==> config.mk <==
export PLATFORM = sky130hd
export DESIGN_NAME = n1_accum_seq
export DESIGN_NICKNAME = d
export VERILOG_FILES = /design/src/rtl/n1_pkg.sv /design/src/rtl/n1.sv /design/src/rtl/n1_accum_seq.sv
export SDC_FILE = /design/constraint.sdc
export NUM_CORES = 1
export LEC_CHECK = 0
export ABC_CLOCK_PERIOD_IN_PS = 15500
export BUFFER_PORTS_ARGS = -buffer_cell sky130_fd_sc_hd__buf_4
export CORE_MARGIN = 5
export CORE_UTILIZATION = 64
export DETAILED_ROUTE_END_ITERATION = 10
export PLACE_DENSITY = 0.88
export SLEW_MARGIN = 5
export SYNTH_ARGS = -nofsm -noshare
export SYNTH_HDL_FRONTEND = slang
export SYNTH_SLANG_ARGS = --single-unit
export TNS_END_PERCENT = 50
==> constraint.sdc <==
create_clock -name i_clk -period 15.5 [get_ports i_clk]
set_input_delay 1.55 -clock i_clk [delete_from_list [all_inputs] [get_ports i_clk]]
set_output_delay 1.55 -clock i_clk [all_outputs]
set_load 0.1 [all_outputs]
==> src/rtl/n1_pkg.sv <==
// ============================================================================
// Module   : n1_pkg
// Purpose  : Shared widths and controller state encoding for the n1 neuron.
// Revision : 1.0
// ============================================================================
`default_nettype none

package n1_pkg;

   localparam int N_DEF     = 16;
   localparam int CNT_W_DEF = 8;

   typedef logic [1:0] state_t;

   localparam state_t ST_IDLE = 2'd0;
   localparam state_t ST_ACC  = 2'd1;
   localparam state_t ST_OUT  = 2'd2;

endpackage

`default_nettype wire

==> src/rtl/n1.sv <==
// ============================================================================
// Module   : n1
// Purpose  : Single multiply/accumulate datapath, res = nbin*sb + nbout mod 2^N.
// Revision : 1.0
// ============================================================================
`default_nettype none

module n1
   import n1_pkg::*;
#(
   parameter int N = N_DEF
) (
   input  logic [N-1:0] i_nbin,
   input  logic [N-1:0] i_sb,
   input  logic [N-1:0] i_nbout,
   output logic [N-1:0] o_res
);

   // Low N bits of a two's-complement product match the unsigned product's.
   logic [N-1:0] w_prod;

   assign w_prod = i_nbin * i_sb;
   assign o_res  = w_prod + i_nbout;

endmodule

`default_nettype wire

==> src/rtl/n1_accum_seq.sv <==
// ============================================================================
// Module   : n1_accum_seq
// Purpose  : Sequences operand pairs through n1 and hands off the neuron sum.
// Revision : 1.0
// ============================================================================
`default_nettype none

module n1_accum_seq
   import n1_pkg::*;
#(
   parameter int N     = N_DEF,
   parameter int CNT_W = CNT_W_DEF
) (
   input  logic             i_clk,
   input  logic             i_rst_n,
   input  logic             i_start,
   input  logic [CNT_W-1:0] i_len,
   input  logic [N-1:0]     i_bias,
   input  logic             i_in_valid,
   output logic             o_in_ready,
   input  logic [N-1:0]     i_nbin,
   input  logic [N-1:0]     i_sb,
   output logic             o_out_valid,
   input  logic             i_out_ready,
   output logic [N-1:0]     o_out_data,
   output logic             o_busy,
   output logic [CNT_W-1:0] o_count
);

   state_t           state_q, state_d;
   logic [N-1:0]     acc_q, acc_d;
   logic [CNT_W-1:0] cnt_q, cnt_d;
   logic [N-1:0]     w_res;

   n1 #(.N(N)) u_n1 (
      .i_nbin  (i_nbin),
      .i_sb    (i_sb),
      .i_nbout (acc_q),
      .o_res   (w_res)
   );

   always_comb begin
      state_d = state_q;
      acc_d   = acc_q;
      cnt_d   = cnt_q;
      case (state_q)
         ST_IDLE: begin
            if (i_start) begin
               acc_d   = i_bias;
               cnt_d   = i_len;
               state_d = (i_len == '0) ? ST_OUT : ST_ACC;
            end
         end
         ST_ACC: begin
            if (i_in_valid) begin
               acc_d = w_res;
               cnt_d = cnt_q - CNT_W'(1);
               if (cnt_q == CNT_W'(1)) begin
                  state_d = ST_OUT;
               end
            end
         end
         ST_OUT: begin
            if (i_out_ready) begin
               state_d = ST_IDLE;
            end
         end
         default: state_d = ST_IDLE;
      endcase
   end

   always_ff @(posedge i_clk) begin
      if (!i_rst_n) begin
         state_q <= ST_IDLE;
         acc_q   <= '0;
         cnt_q   <= '0;
      end else begin
         state_q <= state_d;
         acc_q   <= acc_d;
         cnt_q   <= cnt_d;
      end
   end

   // Accumulator doubles as the result register, so the last sum persists in IDLE.
   assign o_in_ready  = (state_q == ST_ACC);
   assign o_out_valid = (state_q == ST_OUT);
   assign o_out_data  = acc_q;
   assign o_busy      = (state_q != ST_IDLE);
   assign o_count     = cnt_q;

endmodule

`default_nettype wire
Word-level counts from Yosys, hierarchy flattened
Cells that the tools add are included.
Operators by class
  $add $sub $neg: 2
  multiply operators: 1
  div/mod/pow operators: 0
  order comparisons: 0
  equal/unequal tests: 7
  shift-type cells: 0
  mux-type cells: 12
  bitwise gates (word level): 0
  reduce and logical (&&, ||, !) cells: 6
Operator list (count)
  16-bit two-way mux: 2
  16-bit case mux with 2 select lines: 1
  16-bit adder: 1
  16-bit by 16-bit multiplier with 16-bit output: 1
  8-bit two-way mux: 2
  8-bit case mux with 2 select lines: 1
  2-bit two-way mux: 5
  8-bit by 1-bit == test with 1-bit output, second input constant: 1
  8-bit logical NOT: 1
  8-bit by 1-bit subtractor with 8-bit output, second input constant: 1
  2-bit case mux with 3 select lines: 1
  2-bit by 1-bit inequality test with 1-bit output, second input constant: 2
  2-bit inequality test, second input constant: 2
  4-bit AND reduction: 1
  2-bit nonzero test: 2
  3-bit AND reduction: 1
  2-bit by 1-bit == test with 1-bit output, second input constant: 1
  2-bit == test, second input constant: 1
  2-bit logical NOT: 1
Storage, ports and cells
  flip-flop bits (word level): 26
  bits in latches: 0
  memory bits (writable): 0
  bits in read-only memories: 0
  input bits: 61
  output and inout bits: 27
  logic and storage cells: 31
  memories kept: 0

Depth between registers and ports, before layout
Gate-level depths: netlist of the first run.
  word-level depth: 4
  depth in mapped cells: 21

Cells and area by module
Synthesis of the first run repeated with hierarchy kept, for this count alone.
Unflattened totals
  cells, all modules: 707
  area total of the unflattened synthesis: 5833.1 µm²
Modules (own cells, without submodules)
  n1: instances 1, cells each 532, area an instance 4413.0 µm², sequential area each 0.0 µm²
  n1_accum_seq: instances 1, cells each 175, area an instance 1420.1 µm², sequential area each 520.5 µm²

Least setup slack after synthesis of the first run
Ideal clock, no wire load.
  kind: input -> register
  from: input i_sb[1]
  to: register acc_q[15], in the netlist o_out_data[15]
  arrival: 6257 ps
  required time: 15409 ps
  setup slack: 9152 ps
  stages: 19
  buffers on the path: 1
  cell sequence: clkbuf_1 -> and2_1 -> fa_1 -> inv_1 -> fa_1 -> fa_1 -> fa_1 -> inv_1 -> fa_1 -> inv_1 -> fa_1 -> inv_1 -> ha_1 -> o21a_1 -> o21a_1 -> nand2_1 -> o21ai_0 -> xnor2_1 -> a311oi_1
Between the ends
  cells in the longest elaborated chain, start to end: 4
RTL lines
  start, declared: line n1_accum_seq.sv:22  | input logic [N-1:0] i_sb,
  16-bit by 16-bit multiplier with 16-bit output: line n1.sv:22  | assign w_prod = i_nbin * i_sb;
  16-bit adder: line n1.sv:23  | assign o_res = w_prod + i_nbout;
  16-bit two-way mux: line n1_accum_seq.sv:55  | if (i_in_valid) begin
  16-bit case mux with 2 select lines: line n1_accum_seq.sv:46  | case (state_q)
  end signal, assigned: line n1_accum_seq.sv:75  | acc_q <= '0;
  end signal, assigned: line n1_accum_seq.sv:79  | acc_q <= acc_d;
  end, declared: line n1_accum_seq.sv:31  | logic [N-1:0] acc_q, acc_d;
Every way passes these cells. The select of a mux whose other input is x is not followed.
A chain may end at the register's enable or synchronous reset.

Worst setup path after layout of the first run
  from: input i_nbin[4]
  to: register acc_q[12], in the netlist o_out_data[12]
Between the ends
  cells in the longest elaborated chain, start to end: 4
RTL lines
  start, declared: line n1_accum_seq.sv:21  | input logic [N-1:0] i_nbin,
  16-bit by 16-bit multiplier with 16-bit output: line n1.sv:22
  16-bit adder: line n1.sv:23
  16-bit two-way mux: line n1_accum_seq.sv:55
  16-bit case mux with 2 select lines: line n1_accum_seq.sv:46
Every way passes these cells. The select of a mux whose other input is x is not followed.

==> results of run 1 <==
-- layout by cell type, fill, tap and decap left out, drive strengths merged, types with 5 or more instances in the layout --
cell type,instances
inv,162
nand2,112
fa,94
buf,87
and2,54
ha,54
xnor2,29
dfxtp,26
nor2,23
a21oi,20
o21ai,14
nor3,8
xor2,8
a211oi,7
nor4,6
a311oi,5
-- sequential cells by signal, indices dropped and copies added, names as in the netlist --
name and flops:
state_q 2, o_out_data 16, o_count 8
-- kinds of logic after synthesis --
| logic type | after synthesis | synth area share |
|---|---|---|
| AND/OR/NAND/NOR | 217 | 0.176 |
| buffers and inverters | 191 | 0.127 |
| adder cells (fa/ha/maj) | 148 | 0.445 |
| AO/OA/AOI/OAI | 81 | 0.0961 |
| XOR/XNOR | 38 | 0.0629 |
| flip-flops | 26 | 0.0905 |
| multiplexers | 2 | 0.00348 |
-- layer usage --
layer	vias to the layer above	track usage
met5	-	0
met4	0	0.0822
met3	41	0.0432
met2	218	0.462
met1	2470	0.346
li1	2277	-
-- report_power, final --
group	total (µW)	internal [µW]	switching, µW
Clock	57.1	34.6	22.5
Sequential	93.6	79.7	13.9
Combinational	1230	515	716
-- metrics by stage --
step	instances	area [µm²]	hold WS [ns]	setup slack, ns
final	874	6500	0.485	9.12
after global routing	874	6500	0.519	8.74
after CTS	874	6500	0.487	9.16
after detailed placement	870	6430	0.473	8.94
after global placement	870	6430	0.464	9.06
after floorplan	703	5750	0.460	9.15
-- cell type report --
class	instances	area [µm²]	area share
well taps	108	135	0.0208
repair buffers	87	653	0.100
inverters	163	612	0.0941
clock inverters	1	30.0	0.00462
clock buffers	3	41.3	0.00635
flip-flops and latches	26	520	0.0801
multi-input cells	486	4510	0.694
-- worst paths after layout --
path / end / slack (ns) / cells after the start
min: o_out_data[13]$_SDFFE_PN0P_ / 0.49 / 2
max reg2reg: o_out_data[12]$_SDFFE_PN0P_ / 10.92 / 15
min reg2reg: o_out_data[13]$_SDFFE_PN0P_ / 0.49 / 2
max: o_out_data[12]$_SDFFE_PN0P_ / 9.12 / 19
-- critical path: stages --
cell and delay (ns):
sky130_fd_sc_hd__buf_4 0.15, sky130_fd_sc_hd__and2_1 0.18, sky130_fd_sc_hd__fa_1 0.53, sky130_fd_sc_hd__inv_1 0.05, sky130_fd_sc_hd__fa_1 0.47, sky130_fd_sc_hd__inv_1 0.05
sky130_fd_sc_hd__ha_1 0.18, sky130_fd_sc_hd__fa_1 0.47, sky130_fd_sc_hd__fa_1 0.55, sky130_fd_sc_hd__inv_1 0.05, sky130_fd_sc_hd__fa_1 0.48, sky130_fd_sc_hd__inv_1 0.04
sky130_fd_sc_hd__ha_1 0.34, sky130_fd_sc_hd__o21ai_0 0.27, sky130_fd_sc_hd__nor3_1 0.15, sky130_fd_sc_hd__a2111oi_0 0.57, sky130_fd_sc_hd__a31oi_1 0.15, sky130_fd_sc_hd__o21ai_0 0.19
sky130_fd_sc_hd__o31ai_1 0.10
==> reports/qor.json, run 1 <==
{
  "postCtsSetupBuffers": 0,
  "cp-end-kind": "register",
  "viasPerCell": 5.73,
  "drc": 0,
  "fp-row-count": 34,
  "num_antenna_cells": 0,
  "rsz0062_at_grt": "false",
  "ctsHtreeMaxLevel": 1,
  "detailed_routing_wirelength_on_met1_mm": 5.62,
  "netlist_instances": 703,
  "clock-root-buffer": "sky130_fd_sc_hd__clkbuf_8",
  "drv_cap": 0,
  "gp_congestion": 0.889,
  "timing.critical_path.from": "i_nbin[4]",
  "relative_slew_margins": 0.245,
  "timing.clock.skew_ns": 0.00269,
  "global_route_wire_length_before_repair_mm": 24.4,
  "max_freq_mhz": 157,
  "finalSetupTns_ns": 0,
  "place.port_buffers": 87,
  "tritoncts": "yes",
  "design.final.nets": 976,
  "worst-path-max-fanout": 12,
  "pwr_density_cell_mw_per_mm2": 213,
  "grt_use_total": 0.268,
  "synth-edff-count": 0,
  "finalSetupViolations": 0,
  "met2_routed_wl_mm": 7.69,
  "yosysUniqueCellTypes": 47,
  "post-synth-top-area-fraction": 0.327,
  "hold_path.startpoint": "o_out_data[13]$_SDFFE_PN0P_",
  "floorplan.core_area_mm2": 0.00872,
  "irDropWorstVdd_mv": 0.263,
  "post_synth_most_frequent_cells": "162 x sky130_fd_sc_hd__inv_1, 111 x sky130_fd_sc_hd__nand2_1, 94 x sky130_fd_sc_hd__fa_1",
  "die-width_um": 105,
  "synth-main-ff-cell": "sky130_fd_sc_hd__dfxtp_1",
  "dr.max_layer_used": "met4",
  "clock_sinks": 26,
  "met3WireLength_um": 988,
  "synth_seq_area_share": 0.0905,
  "grt_pass1_vias": 5159,
  "post_route_cells_drive_above_1_share": 0.129,
  "synth.avg_cell_area_um2": 8.18,
  "nFillCells": 606,
  "synthDominantAreaCellType": "sky130_fd_sc_hd__fa_1",
  "synth_area_leaders": "sky130_fd_sc_hd__fa_1 33%, sky130_fd_sc_hd__ha_1 12%, sky130_fd_sc_hd__inv_1 11%",
  "io-pin-count": 88,
  "setup.worst_path.start_class": "input pin",
  "synth.most_common_cell": "sky130_fd_sc_hd__inv_1",
  "dr_total_vias": 5006,
  "die_h_um": 105,
  "number_of_antenna_violations_at_the_first_check_in_global_routing": 0,
  "synth.net_count": 912,
  "final.min_clock_period_ns": 6.38,
  "post_synth_instance_area_mm2": 0.00575,
  "synthToLayoutAreaGrowth_pct": 13.0,
  "design.die.area_mm2": 0.0110,
  "clk_pin_slew_ns": 0.09,
  "start_util": 0.660,
  "run_status": "finished clean",
  "final_antenna_net_count": 0,
  "ff_latch_count_synth": 26,
  "tightestPinTransition_ns": 1.13,
  "report.final.slew_viol_count": 0,
  "layout_utilization": 0.745,
  "ys_async_sr_fraction": 0,
  "drt_iter0_markers": 318,
  "clock_latency_ns": 0.28,
  "cts_max_path_bufs": 2,
  "grt_max_degree": 29,
  "yosysWarnings": 0,
  "total_leakage_power_uw": 0.00329,
  "timing.final.crit_share": 0.411,
  "wl_per_cell_um": 16.8,
  "critPathArrivalTime_ns": 6.51,
  "hold_class": "reg -> reg",
  "post-layout-total-power_uw": 1380,
  "critical_path_type": "in -> reg",
  "crit-reg2reg-launch": "o_out_data[8]$_SDFFE_PN0P_",
  "report.final.hold_viol_count": 0,
  "worst_ep_required_time_ns": 15.63,
  "dpl.hpwl_mm": 12.2,
  "drtPass1Iterations": 5,
  "postCtsHoldBufs": 0,
  "totalWireLength_mm": 14.7,
  "cts_inserted_buffers": 3,
  "cts-resized-gates": 0,
  "total_grt_overflow": 0
}
(Power assumes the default switching activity.)
==> run 2: changes to the inputs <==
--- a/config.mk
+++ b/config.mk
@@ -5,12 +5,12 @@
 export SDC_FILE = /design/constraint.sdc
 export NUM_CORES = 1
 export LEC_CHECK = 0
-export ABC_CLOCK_PERIOD_IN_PS = 15500
+export ABC_CLOCK_PERIOD_IN_PS = 5500
 export BUFFER_PORTS_ARGS = -buffer_cell sky130_fd_sc_hd__buf_4
 export CORE_MARGIN = 5
-export CORE_UTILIZATION = 64
+export CORE_UTILIZATION = 54
 export DETAILED_ROUTE_END_ITERATION = 10
-export PLACE_DENSITY = 0.88
+export PLACE_DENSITY = 0.79
 export SLEW_MARGIN = 5
 export SYNTH_ARGS = -nofsm -noshare
 export SYNTH_HDL_FRONTEND = slang
==> constraint.sdc (replaced) <==
create_clock -name i_clk -period 5.5 [get_ports i_clk]
set_input_delay 0.55 -clock i_clk [delete_from_list [all_inputs] [get_ports i_clk]]
set_output_delay 0.55 -clock i_clk [all_outputs]
set_load 0.1 [all_outputs]
==> reports/qor.json, run 2 (synthesized netlist as in run 1, its figures left out) <==
{
  "run_status": "finished clean",
  "timing.final.crit_share": 0.958,
  "die_h": {"value": 113, "unit": "µm", "change": "+8.0%"},
  "max_freq_mhz": 190,
  "drv_cap": {"value": 0, "change": "unchanged"},
  "hold_class": "reg -> reg",
  "drtPass1Iterations": {"value": 5, "change": "unchanged"},
  "number_of_antenna_violations_at_the_first_check_in_global_routing": {"value": 0, "change": "unchanged"},
  "mostFrequentLayoutCells": "162 x sky130_fd_sc_hd__inv_1, 111 x sky130_fd_sc_hd__nand2_1, 95 x sky130_fd_sc_hd__buf_4, 94 x sky130_fd_sc_hd__fa_1",
  "cts_max_path_bufs": {"value": 2, "change": "unchanged"},
  "critical-path-slowest-cell": "sky130_fd_sc_hd__fa_1",
  "wl_per_cell": {"value": 16.0, "unit": "µm", "change": "-4.5%"},
  "irDropWorstVdd": {"value": 0.713, "unit": "mV", "change": "+170%"},
  "dp_slack": {"value": -0.0775, "unit": "ns", "change": "-9.01 ns"},
  "clk_pin_slew": {"value": 0.10, "unit": "ns", "change": "about the same"},
  "postCtsSetupBuffers": {"value": 0, "change": "unchanged"},
  "fp-row-count": {"value": 37, "change": "+8.8%"},
  "ctsHtreeMaxLevel": {"value": 1, "change": "unchanged"},
  "design.final.nets": {"value": 985, "change": "+0.92%"},
  "floorplan.core_area": {"value": 0.0104, "unit": "mm²", "change": "+19%"},
  "viasPerCell": {"value": 5.45, "change": "-4.9%"},
  "finalSetupViolations": {"value": 0, "change": "unchanged"},
  "rsz0062_at_grt": "false",
  "dpl.hpwl": {"value": 12.4, "unit": "mm", "change": "+1.8%"},
  "setup.worst_path.start_class": "input pin",
  "global_route_wire_length_before_repair": {"value": 24.7, "unit": "mm", "change": "+1.3%"},
  "drc": {"value": 0, "change": "unchanged"},
  "clock_sinks": {"value": 26, "change": "unchanged"},
  "critPathArrivalTime": {"value": 5.45, "unit": "ns", "change": "-1.06 ns"},
  "post_route_cells_drive_above_1_share": {"value": 0.139, "change": "+0.0101"},
  "critical_path_type": "in -> reg",
  "grt_max_degree": {"value": 29, "change": "unchanged"},
  "total_leakage_power": {"value": 0.00334, "unit": "µW", "change": "+1.5%"},
  "report.final.slew_viol_count": {"value": 0, "change": "unchanged"},
  "pwr_density_cell": {"value": 601, "unit": "mW/mm²", "change": "+180%"},
  "num_antenna_cells": {"value": 0, "change": "unchanged"},
  "final_antenna_net_count": {"value": 0, "change": "unchanged"},
  "total_grt_overflow": {"value": 0, "change": "unchanged"},
  "cts_inserted_buffers": {"value": 3, "change": "unchanged"},
  "layout_utilization": {"value": 0.638, "change": "-0.107"},
  "most_common_cell_after_layout_fill_and_taps_aside": "sky130_fd_sc_hd__inv_1",
  "report.final.hold_viol_count": {"value": 0, "change": "unchanged"},
  "clock_latency": {"value": 0.28, "unit": "ns", "change": "about the same"},
  "place.port_buffers": {"value": 87, "change": "unchanged"},
  "tightestPinTransition": {"value": 1.14, "unit": "ns", "change": "+0.00746 ns"},
  "worst-path-max-fanout": {"value": 7, "change": "-5"},
  "relative_slew_margins": {"value": 0.240, "change": "-0.00497"},
  "ordered_list_of_cells_on_the_worst_path": "buf_4 -> and2_1 -> fa_1 -> inv_1 -> fa_1 -> fa_1 -> inv_1 -> fa_1 -> inv_1 -> fa_1 -> fa_1 -> xnor2_1 -> xnor2_1 -> xnor2_1 -> xnor2_1 -> xnor3_1 -> xnor2_1 -> a311oi_1",
  "critical_path.most_common_cell": "sky130_fd_sc_hd__fa_1",
  "clock-root-buffer": "sky130_fd_sc_hd__clkbuf_8",
  "timing.final.ws_setup": {"value": 0.230, "unit": "ns", "change": "-8.89 ns"},
  "grt_pass1_vias": {"value": 5225, "change": "+1.3%"},
  "synthToLayoutAreaGrowth_pct": 15.0,
  "grt_use_total": {"value": 0.234, "change": "-0.0335"},
  "cp-end-kind": "register",
  "worst_ep_required_time": {"value": 5.68, "unit": "ns", "change": "-9.95 ns"},
  "start_util": {"value": 0.555, "change": "-0.105"},
  "totalWireLength": {"value": 14.6, "unit": "mm", "change": "-0.48%"},
  "dr_total_vias": {"value": 4964, "change": "-0.84%"},
  "critical_path.max_stage_delay": {"value": 0.54, "unit": "ns", "change": "-0.03 ns"},
  "tritoncts": "yes",
  "die-width": {"value": 113, "unit": "µm", "change": "+8.0%"},
  "drt_iter0_markers": {"value": 273, "change": "-14%"},
  "design.die.area": {"value": 0.0128, "unit": "mm²", "change": "+17%"},
  "final.min_clock_period_ns": 5.27,
  "io-pin-count": {"value": 88, "change": "unchanged"},
  "largest_register_ffs": {"value": 16, "change": "unchanged"},
  "gp_congestion": {"value": 0.887, "change": "-0.19%"},
  "timing.clock.skew": {"value": 0.00603, "unit": "ns", "change": "+0.00334 ns"}
}
-- run 2: worst max-delay path: cells and delay by family --
family / cells / cell delay, ns
fa+ha+maj: 6 / 2.97
xor+xnor: 6 / 1.20
buf+inv: 4 / 0.32
compound gates: 1 / 0.25
simple gates: 1 / 0.16
-- run 2: timing repair --
action	4_1_cts	5_1_grt
endpoints found under the setup margin	0	1
gates resized for setup	0	1
hold buffers	0	0
-- run 2: path summary, 6_finish.rpt --
path,startpoint,to,slack [ns],cells after the start
setup / recovery,i_sb[1],o_out_data[15]$_SDFFE_PN0P_,0.23,18
hold / removal,o_out_data[11]$_SDFFE_PN0P_,o_out_data[11]$_SDFFE_PN0P_,0.49,2
setup reg to reg,o_out_data[9]$_SDFFE_PN0P_,o_out_data[14]$_SDFFE_PN0P_,1.15,15
hold reg to reg,o_out_data[11]$_SDFFE_PN0P_,o_out_data[11]$_SDFFE_PN0P_,0.49,2
-- run 2: final cells by class --
| class | count | area [µm²] |
|---|---|---|
| fillers | 891 | 3750 |
| flip-flops and latches | 26 | 520 |
| repair buffers | 96 | 733 |
| inverters | 163 | 612 |
| multi-input cells | 486 | 4510 |
| clock inverters | 1 | 30.0 |
| clock buffers | 3 | 41.3 |
| well taps | 136 | 170 |
-- run 2: report_power, final --
group          switching [µW]  total [µW]  internal, µW
registers                39.3         264           225
clock network            65.9         163          97.5
logic                    2000        3550          1550
total                    2110        3980          1870
-- run 2: per-layer routing --
| layer | wire, µm | GRT usage | vias to the layer above |
|---|---|---|---|
| li1 | - | - | 2301 |
| met5 | 0 | 0 | - |
| met2 | 7430 | 0.399 | 165 |
| met4 | 391 | 0.0673 | 0 |
| met1 | 5970 | 0.311 | 2470 |
| met3 | 803 | 0.0348 | 28 |
-- run 2: through the flow --
step | instances | area (µm²) | hold slack, ns | setup TNS, ns | total power (µW)
2_1_floorplan | 703 | 5750 | 0.460 | 0 | 2930
3_3_place_gp | 907 | 6540 | 0.471 | 0 | 3640
6_report | 911 | 6620 | 0.488 | 0 | 3980
5_1_grt | 911 | 6620 | 0.520 | 0 | 4440
3_5_place_dp | 907 | 6540 | 0.473 | -0.0775 | 3780
4_1_cts | 911 | 6620 | 0.489 | 0 | 3980
